--- src/rtl/uc_pkg.sv ---
// uc_pkg: shared encodings for the uc controller (states, opcodes, ALU ops, mux selects, control word)
package uc_pkg;
  typedef enum logic [3:0] {
    S_INIT, S_FETCH, S_DECODE, S_LOAD_A, S_LOAD_B, S_EXEC, S_IN_WAIT, S_OUT_WAIT, S_HALT
  } state_t;
  localparam logic [3:0] COP_ADD = 4'h0;
  localparam logic [3:0] COP_CMP = 4'h1;
  localparam logic [3:0] COP_MOV = 4'h2;
  localparam logic [3:0] COP_BEQ = 4'h3;
  localparam logic [3:0] COP_IN  = 4'h4;
  localparam logic [3:0] COP_OUT = 4'h5;
  localparam logic [1:0] ALU_ADD    = 2'b00;
  localparam logic [1:0] ALU_SUB    = 2'b01;
  localparam logic [1:0] ALU_PASS_A = 2'b10;
  localparam logic [1:0] MX_PC   = 2'b00;
  localparam logic [1:0] MX_ZERO = 2'b01;
  localparam logic [1:0] MX_SRC  = 2'b10;
  localparam logic [1:0] MX_DST  = 2'b11;
  typedef struct packed {
    logic [1:0] mx;
    logic [1:0] alu;
    logic le;
    logic pc_w;
    logic ir_w;
    logic a_w;
    logic b_w;
    logic fz_w;
    logic mx_memio;
    logic in_req;
    logic out_valid;
    logic halted;
  } ctrl_t;
endpackage

--- src/rtl/uc_if.sv ---
// uc_if: controller/datapath bundle; master = controller (in: cop fz in_valid out_ready, out: control word), slave = datapath
interface uc_if;
  import uc_pkg::*;
  logic [3:0] cop;
  logic fz, in_valid, out_ready;
  logic mx1, mx0, alu_op1, alu_op0;
  logic le, pc_w, ir_w, a_w, b_w, fz_w, mx_memio, in_req, out_valid, halted;
  modport master (
    input  cop, fz, in_valid, out_ready,
    output mx1, mx0, alu_op1, alu_op0, le, pc_w, ir_w, a_w, b_w, fz_w, mx_memio, in_req, out_valid, halted
  );
  modport slave (
    output cop, fz, in_valid, out_ready,
    input  mx1, mx0, alu_op1, alu_op0, le, pc_w, ir_w, a_w, b_w, fz_w, mx_memio, in_req, out_valid, halted
  );
endinterface

--- src/rtl/uc.sv ---
// uc: multicycle control unit FSM; ports clk, rst_n (async active-low), bus (uc_if.master: cop/fz/handshakes in, control word out)
module uc
  import uc_pkg::*;
(
  input logic  clk,
  input logic  rst_n,
  uc_if.master bus
);
  state_t state;
  logic [3:0] cop_q;
  ctrl_t c;
  always_ff @(posedge clk or negedge rst_n)
    if (!rst_n) begin
      state <= S_INIT;
      cop_q <= COP_ADD;
    end else
      case (state)
        S_INIT:     state <= S_FETCH;
        S_FETCH:    state <= S_DECODE;
        S_DECODE: begin
          cop_q <= bus.cop;
          state <= (bus.cop == COP_ADD || bus.cop == COP_CMP || bus.cop == COP_MOV) ? S_LOAD_A :
                   bus.cop == COP_BEQ ? (bus.fz ? S_DECODE : S_FETCH) :
                   bus.cop == COP_IN  ? S_IN_WAIT :
                   bus.cop == COP_OUT ? S_OUT_WAIT : S_HALT;
        end
        S_LOAD_A:   state <= cop_q == COP_MOV ? S_EXEC : S_LOAD_B;
        S_LOAD_B:   state <= S_EXEC;
        S_EXEC:     state <= S_FETCH;
        S_IN_WAIT:  state <= bus.in_valid ? S_FETCH : S_IN_WAIT;
        S_OUT_WAIT: state <= bus.out_ready ? S_FETCH : S_OUT_WAIT;
        default:    state <= S_HALT;
      endcase
  always_comb begin
    c = '0;
    case (state)
      S_FETCH: begin
        c.mx = MX_PC;
        c.ir_w = 1'b1;
        c.pc_w = 1'b1;
      end
      S_DECODE:
        if (bus.cop == COP_BEQ && bus.fz) begin
          c.mx = MX_DST;
          c.ir_w = 1'b1;
          c.pc_w = 1'b1;
        end
      S_LOAD_A: begin
        c.mx = MX_SRC;
        c.a_w = 1'b1;
      end
      S_LOAD_B: begin
        c.mx = MX_DST;
        c.b_w = 1'b1;
      end
      S_EXEC: begin
        c.mx = cop_q == COP_CMP ? MX_PC : MX_DST;
        c.alu = cop_q == COP_ADD ? ALU_ADD : cop_q == COP_CMP ? ALU_SUB : ALU_PASS_A;
        c.le = cop_q != COP_CMP;
        c.fz_w = 1'b1;
      end
      S_IN_WAIT: begin
        c.mx = MX_DST;
        c.in_req = 1'b1;
        c.le = bus.in_valid;
        c.mx_memio = bus.in_valid;
      end
      S_OUT_WAIT: begin
        c.mx = MX_DST;
        c.out_valid = 1'b1;
      end
      S_HALT: c.halted = 1'b1;
      default: ;
    endcase
  end
  assign {bus.mx1, bus.mx0} = c.mx;
  assign {bus.alu_op1, bus.alu_op0} = c.alu;
  assign bus.le = c.le;
  assign bus.pc_w = c.pc_w;
  assign bus.ir_w = c.ir_w;
  assign bus.a_w = c.a_w;
  assign bus.b_w = c.b_w;
  assign bus.fz_w = c.fz_w;
  assign bus.mx_memio = c.mx_memio;
  assign bus.in_req = c.in_req;
  assign bus.out_valid = c.out_valid;
  assign bus.halted = c.halted;
endmodule

--- src/flat_wrapper.sv ---
// flat-port wrapper written by rule: the top's interface ports become plain ports
module uc_flat import uc_pkg::*;
  (clk, rst_n, bus_cop, bus_fz, bus_in_valid, bus_out_ready, bus_mx1, bus_mx0, bus_alu_op1, bus_alu_op0, bus_le, bus_pc_w, bus_ir_w, bus_a_w, bus_b_w, bus_fz_w, bus_mx_memio, bus_in_req, bus_out_valid, bus_halted);
  uc_if bus_i ();
  input logic clk;
  input logic rst_n;
  input wire logic [$bits(bus_i.cop)-1:0] bus_cop;
  input wire logic [$bits(bus_i.fz)-1:0] bus_fz;
  input wire logic [$bits(bus_i.in_valid)-1:0] bus_in_valid;
  input wire logic [$bits(bus_i.out_ready)-1:0] bus_out_ready;
  output wire logic [$bits(bus_i.mx1)-1:0] bus_mx1;
  output wire logic [$bits(bus_i.mx0)-1:0] bus_mx0;
  output wire logic [$bits(bus_i.alu_op1)-1:0] bus_alu_op1;
  output wire logic [$bits(bus_i.alu_op0)-1:0] bus_alu_op0;
  output wire logic [$bits(bus_i.le)-1:0] bus_le;
  output wire logic [$bits(bus_i.pc_w)-1:0] bus_pc_w;
  output wire logic [$bits(bus_i.ir_w)-1:0] bus_ir_w;
  output wire logic [$bits(bus_i.a_w)-1:0] bus_a_w;
  output wire logic [$bits(bus_i.b_w)-1:0] bus_b_w;
  output wire logic [$bits(bus_i.fz_w)-1:0] bus_fz_w;
  output wire logic [$bits(bus_i.mx_memio)-1:0] bus_mx_memio;
  output wire logic [$bits(bus_i.in_req)-1:0] bus_in_req;
  output wire logic [$bits(bus_i.out_valid)-1:0] bus_out_valid;
  output wire logic [$bits(bus_i.halted)-1:0] bus_halted;
  assign bus_i.cop = bus_cop;
  assign bus_i.fz = bus_fz;
  assign bus_i.in_valid = bus_in_valid;
  assign bus_i.out_ready = bus_out_ready;
  assign bus_mx1 = bus_i.mx1;
  assign bus_mx0 = bus_i.mx0;
  assign bus_alu_op1 = bus_i.alu_op1;
  assign bus_alu_op0 = bus_i.alu_op0;
  assign bus_le = bus_i.le;
  assign bus_pc_w = bus_i.pc_w;
  assign bus_ir_w = bus_i.ir_w;
  assign bus_a_w = bus_i.a_w;
  assign bus_b_w = bus_i.b_w;
  assign bus_fz_w = bus_i.fz_w;
  assign bus_mx_memio = bus_i.mx_memio;
  assign bus_in_req = bus_i.in_req;
  assign bus_out_valid = bus_i.out_valid;
  assign bus_halted = bus_i.halted;
  uc u_core (.clk(clk), .rst_n(rst_n), .bus(bus_i));
endmodule
--- config.mk ---
export PLATFORM = sky130hd
export DESIGN_NAME = uc_flat
export DESIGN_NICKNAME = d
export VERILOG_FILES = /design/src/rtl/uc_pkg.sv /design/src/rtl/uc_if.sv /design/src/rtl/uc.sv /design/src/flat_wrapper.sv
export SDC_FILE = /design/constraint.sdc
export NUM_CORES = 1
export LEC_CHECK = 0
export ABC_CLOCK_PERIOD_IN_PS = 1700
export BUFFER_PORTS_ARGS = -buffer_cell sky130_fd_sc_hd__buf_2
export CORE_AREA = 2 2 42 44
export DETAILED_ROUTE_END_ITERATION = 16
export DIE_AREA = 0 0 44 46
export HOLD_SLACK_MARGIN = 0.15
export MAX_ROUTING_LAYER = met4
export PLACE_DENSITY = 0.65
export SYNTH_ARGS = -nofsm -noshare
export SYNTH_HDL_FRONTEND = slang
export SYNTH_SLANG_ARGS = --single-unit
--- constraint.sdc ---
create_clock -name clk -period 1.7 [get_ports clk]
set_input_delay 0.085 -clock clk [delete_from_list [all_inputs] [get_ports clk]]
set_output_delay 0.085 -clock clk [all_outputs]
set_load 0.01 [all_outputs]
### Word level (Yosys, flattened, before mapping)

Cells that the tools add are included.

| storage, ports and cells | value |
|---|---|
| input bits | 9 |
| output and inout port bits | 14 |
| register bits | 8 |

| cells by class | value |
|---|---|
| mux-type cells | 23 |
| reduce and logical (&&, ||, !) cells | 8 |
| eq/ne operators | 16 |

Operators with widths:

| operator | count |
|---|---|
| $pmux 4 s7 | 1 |
| $eq 4x3->1 const B | 6 |
| $eq 4x2->1 const B | 5 |
| $mux 4 | 4 |
| $mux 2 | 7 |
| $eq 4x1->1 const B | 3 |
| $logic_not 4->1 | 3 |
| $pmux 2 s4 | 1 |
| $mux 1 | 6 |
| $mux 3 | 2 |
| $eq 4x4->1 const B | 1 |
| $ne 4x1->1 const B | 1 |
| $pmux 2 s2 | 1 |
| $reduce_or 3->1 | 1 |
| $logic_or 1x1->1 | 2 |
| $pmux 1 s2 | 1 |
| $reduce_or 2->1 | 1 |
| $logic_and 1x1->1 | 1 |

### Longest topological paths before layout

| depth | value |
|---|---|
| word-level depth | 6 |
| gate-level depth with buffers | 6 |
| gate-level depth less buffers | 4 |

### Worst setup path before layout

No wires, ideal clock.

| timing | value |
|---|---|
| path type | register to output |
| from | register u_core.state[3] |
| to | output bus_pc_w |
| arrival | 1545 ps |
| slack | 70 ps |
| cell stages (with the launch flop) | 7 |
| path buffers | 2 |
| required time | 1615 ps |
| cell sequence | dfrtp_1 buf_6 nor4b_4 and2b_4 nand4_2 o31ai_1 buf_4 |

| between the ends | value |
|---|---|
| cells in the longest elaborated chain, start to end | 2 |
| elaborated cells on any way between the ends | 3 |
| those cells by class | 2 x eq/ne; 1 x mux |

Ends and longest elaborated chain:

| item | RTL line | source |
|---|---|---|
| start: declaration | uc.sv:9 | `state_t state;` |
| start signal: assignment | uc.sv:22 | `state <= (bus.cop == COP_ADD \|\| bus.cop == COP_CMP \|\| bus.cop == COP_MOV) ? S_LOAD_A :` |
| start signal: assignment | uc.sv:27 | `S_LOAD_A: state <= cop_q == COP_MOV ? S_EXEC : S_LOAD_B;` |
| start signal: assignment | uc.sv:30 | `S_IN_WAIT: state <= bus.in_valid ? S_FETCH : S_IN_WAIT;` |
| $eq 4x2->1 / $eq 4x1->1 (equally long branches) | uc.sv:36 | `case (state)` |
| $pmux 2 s2 * | uc.sv:36 |  |
| end: declaration | flat_wrapper.sv:16 | `output wire logic [$bits(bus_i.pc_w)-1:0] bus_pc_w;` |

Mark *: on every way between the ends. The rest lies on a longest branch, timed or not.

### Final worst setup path

| timing | value |
|---|---|
| from | register u_core.state[2] |
| to | output bus_mx1 |

| between the ends | value |
|---|---|
| cells in the longest elaborated chain, start to end | 3 |
| elaborated cells on any way between the ends | 8 |
| those cells by class | 6 x eq/ne; 1 x mux; 1 x reduce/logical |

Ends and longest elaborated chain:

| item | RTL line | source |
|---|---|---|
| $eq 4x3->1 | uc.sv:36 |  |
| $reduce_or 3->1 (no source line) | - |  |
| $pmux 2 s4 * | uc.sv:36 |  |
| end: declaration | flat_wrapper.sv:11 | `output wire logic [$bits(bus_i.mx1)-1:0] bus_mx1;` |

Marks and branches as above.

==> reports/metrics.csv <==
stage,metric,value,unit
worst_setup_path,crit start category,register,
sta,RSZ-0062 raised after global routing,true,
global_route,GRT Total Usage,16.88,%
worst_setup_path,Critical Path Fanout Max,3,
logic_synthesis,simple logic cell fraction of the synthesized area,35.14,%
final_layout,layout cell share with drive strength beyond 1,44.55,%
global_route,pin count of the biggest net entering global routing,13,
logic_synthesis,post-synth top area share,33.26,%
sta,hold_ws,0.2049,ns
drt,Starting DRT DRC Count,5,
global_route,vias in the first global route,591,
worst_setup_path,Reg2Reg Launch Point,u_core.state[2],
placed_design,Port Buffers,22,
final_layout,# nets final,112,
final_layout,cell area after layout,853.3,um2
outcome,status,"complete, no violations",
sta,Max Clock Skew,0.0006234,ns
worst_setup_path,"slowest stage delay, CP",0.40,ns
worst_setup_path,crit-path cells,nor4b_4 > and2b_4 > nand4_4 > o31ai_2 > buf_2,
drt,vias after detailed routing,632,
floorplanning,starting density of the core,37.29,%
drt,First-pass DRT Iterations,4,
logic_synthesis,Post-synth top flop,dfrtp_1,
floorplanning,boundary pin count,23,
placed_design,DP HPWL,1093,um
clocking,CTS Buffer Depth,2,
flow_run,Max Cap Viol,0,
final_layout,Seq. cell area,200.2,um2
final_layout,Multi-input gate area,404.1,um2
sta,post-route setup slack,0.07441,ns
logic_synthesis,Synth Area in XOR/XNOR,0,%
worst_setup_path,Worst Path Buf+Inv,1,
logic_synthesis,most frequent cells after synthesis,"8 x dfrtp_1, 8 x nor2_1, 6 x nand2_1",
floorplanning,die width,44,um
worst_setup_path,Worst setup EP type,output port,
logic_synthesis,ys async rst share,100.0,%
worst_setup_path,"Arr. time, crit path",1.54,ns
clocking,TritonCTS clock tree,done,
logic_synthesis,post-synthesis sequential area ratio,33.26,%
logic_synthesis,register bit total from synthesis,8,
global_route,GR Overflow Total,0,
drt,ANT nets after route,0,
floorplanning,full die area,0.002024,mm2
clocking,CTS Buf Count,3,
clocking,clk_lat worst skew,0.25,ns
worst_setup_path,CP startpoint,u_core.state[2],
power,power density over cell area,933.6,mW/mm2
worst_setup_path,slowest stage cell on the critical path,dfrtp_1,
min_path,Hold WC Path Type,in -> async,
sta,Final Hold Fails,0,
sta,"Slew Viols, Final",0,
sta,Max Clock Freq,615.2,MHz
final_layout,Area Overhead vs Synth,41.79,%
power,maximum vdd drop,542.9,uV
sta,Tcrit/Tclk final,95.62,%
sta,Slew headroom,83.73,%
worst_setup_path,Critical Path RT,1.62,ns
clocking,Root Buffer,clkbuf_4,
logic_synthesis,complex-gate fraction of the synthesized area,18.30,%
logic_synthesis,synthesized area per cell,8.476,um2
logic_synthesis,"top cells by area, synth","dfrtp_1 33%, mux2_2 7.5%, nor2_1 5.0%",
sta,Slew @ Worst Pin,0.2407,ns
logic_synthesis,Yosys warnings,0,
final_layout,filler cell count in the final layout,179,
placed_design,post-place setup slack,0.2786,ns
global_route,first-pass GRT wire length,2449,um
worst_setup_path,critical setup path kind,reg -> out,
logic_synthesis,Post-Synth Adder-Cell Area,0,%
clocking,clk slew on worst S/H paths,0.05,ns
logic_synthesis,Yosys top cell by area,dfrtp_1,
power,Leak,0.3739,nW
placed_design,GPL Wtd Cong,0.7854,
final_layout,number of diodes,0,
final_layout,fin cells,118,
worst_setup_path,"Largest delay share family, worst path",simple AND/OR/NAND/NOR gates,
logic_synthesis,synthesized cell area,601.8,um2
clocking,CTS sink cnt,8,
drt,vias per cell,5.356,
placed_design,DP Cell Count,109,
logic_synthesis,Post-synth EDFFs,0,
floorplanning,core area,0.001614,mm2
drt,routed len/inst,12.60,um
clocking,htree depth,1,
placed_design,dpl cell area,735.7,um2
logic_synthesis,syn nets,80,
global_route,initial antenna violation count,0,
logic_synthesis,cell count after synthesis,71,
floorplanning,Cell Rows,15,
sta,count of final setup violators,0,
logic_synthesis,"Distinct cells, synth",28,
drt,drc violations,0,
drt,Post-Route WL,1487,um
logic_synthesis,combinational family with the most area after synthesis,simple AND/OR/NAND/NOR gates,
floorplanning,Chip Height,46,um
logic_synthesis,post-synthesis mux area share,7.484,%
sta,fin crit period,1.626,ns
-- cells in the final DEF (no fill, tap or decap) --
cell and count:
nor3b_1 1, a32oi_1 1, o21ai_2 1, a21oi_1 5
mux2_2 4, nor4_1 1, nand4_4 1, nor2_1 8
dfrtp_1 8, o21ai_1 1, nand2b_2 2, nand2_1 6
a31oi_1 1, a21o_2 1, and2_1 1, a21o_1 1
buf_2 22, nand3b_1 2, and2b_4 1, nor2b_1 4
nand2b_1 1, clkbuf_4 3, nor3_1 4, nor4b_1 1
nor4b_4 1, o21ai_0 5, dlygate4sd3_1 5, o31ai_4 1
o31ai_2 1, nor3_2 1, buf_4 6
-- sequential cells by signal, indices dropped and copies added, names as in the netlist --
| register | cells |
|---|---|
| u_core.cop_q | 4 |
| u_core.state | 4 |
-- final cells by class --
type | count | share of cell area [%]
Tap cell | 17 | 2.493
Timing Repair Buffer | 33 | 24.05
Multi-Input combinational cell | 57 | 47.36
Clock buffer | 3 | 2.639
Sequential cell | 8 | 23.46
-- final timing paths --
kind | endpoint | slack (ns) | cells after the start
min | u_core.cop_q[1] | 0.20 | 2
max reg2reg | u_core.state[0] | 0.31 | 5
min in group clk | u_core.state[1] | 0.25 | 4
max | bus_mx1 | 0.07 | 5
min reg2reg | u_core.cop_q[2] | 0.56 | 1
max in group asynchronous | u_core.state[2] | 1.33 | 2
-- per-layer routing --
metal	track usage, %	part of all wire, %	up-vias
li1	-	-	313
met4	9.091	0.40	0
met3	1.190	5.2	2
met5	-	0	-
met1	20.73	46	297
met2	27.65	48	20
-- repair_timing --
item | CTS | global route
pin swaps | 0 | 2
setup buffers | 0 | 1
hold endpoints to repair | 13 | 0
resized for setup | 0 | 7
hold buffers | 5 | 0
endpoints found under the setup margin | 2 | 4
-- stage by stage --
step / setup TNS (ns) / power [mW] / util [%]
after floorplan: 0 / 0.5263 / -
after global placement: 0 / 0.6058 / 45.58
after detailed placement: 0 / 0.6133 / 45.58
after CTS: -0.002284 / 0.7678 / 50.08
after global routing: -0.1432 / 0.8588 / 52.87
final: 0 / 0.7967 / 52.87
-- logic make-up (layout without fill, tap and decap cells) --
group / after synthesis / in the layout
simple gates: 35 / 35
flops: 8 / 8
compound gates: 18 / 18
mux: 4 / 4
buf+inv: 6 / 36
-- power by group --
group / switching, mW / internal, mW
clock: 0.0609 / 0.0805
sequential: 0.0692 / 0.259
combinational: 0.170 / 0.157
total: 0.300 / 0.497
Power figures use the tool's default switching activity.
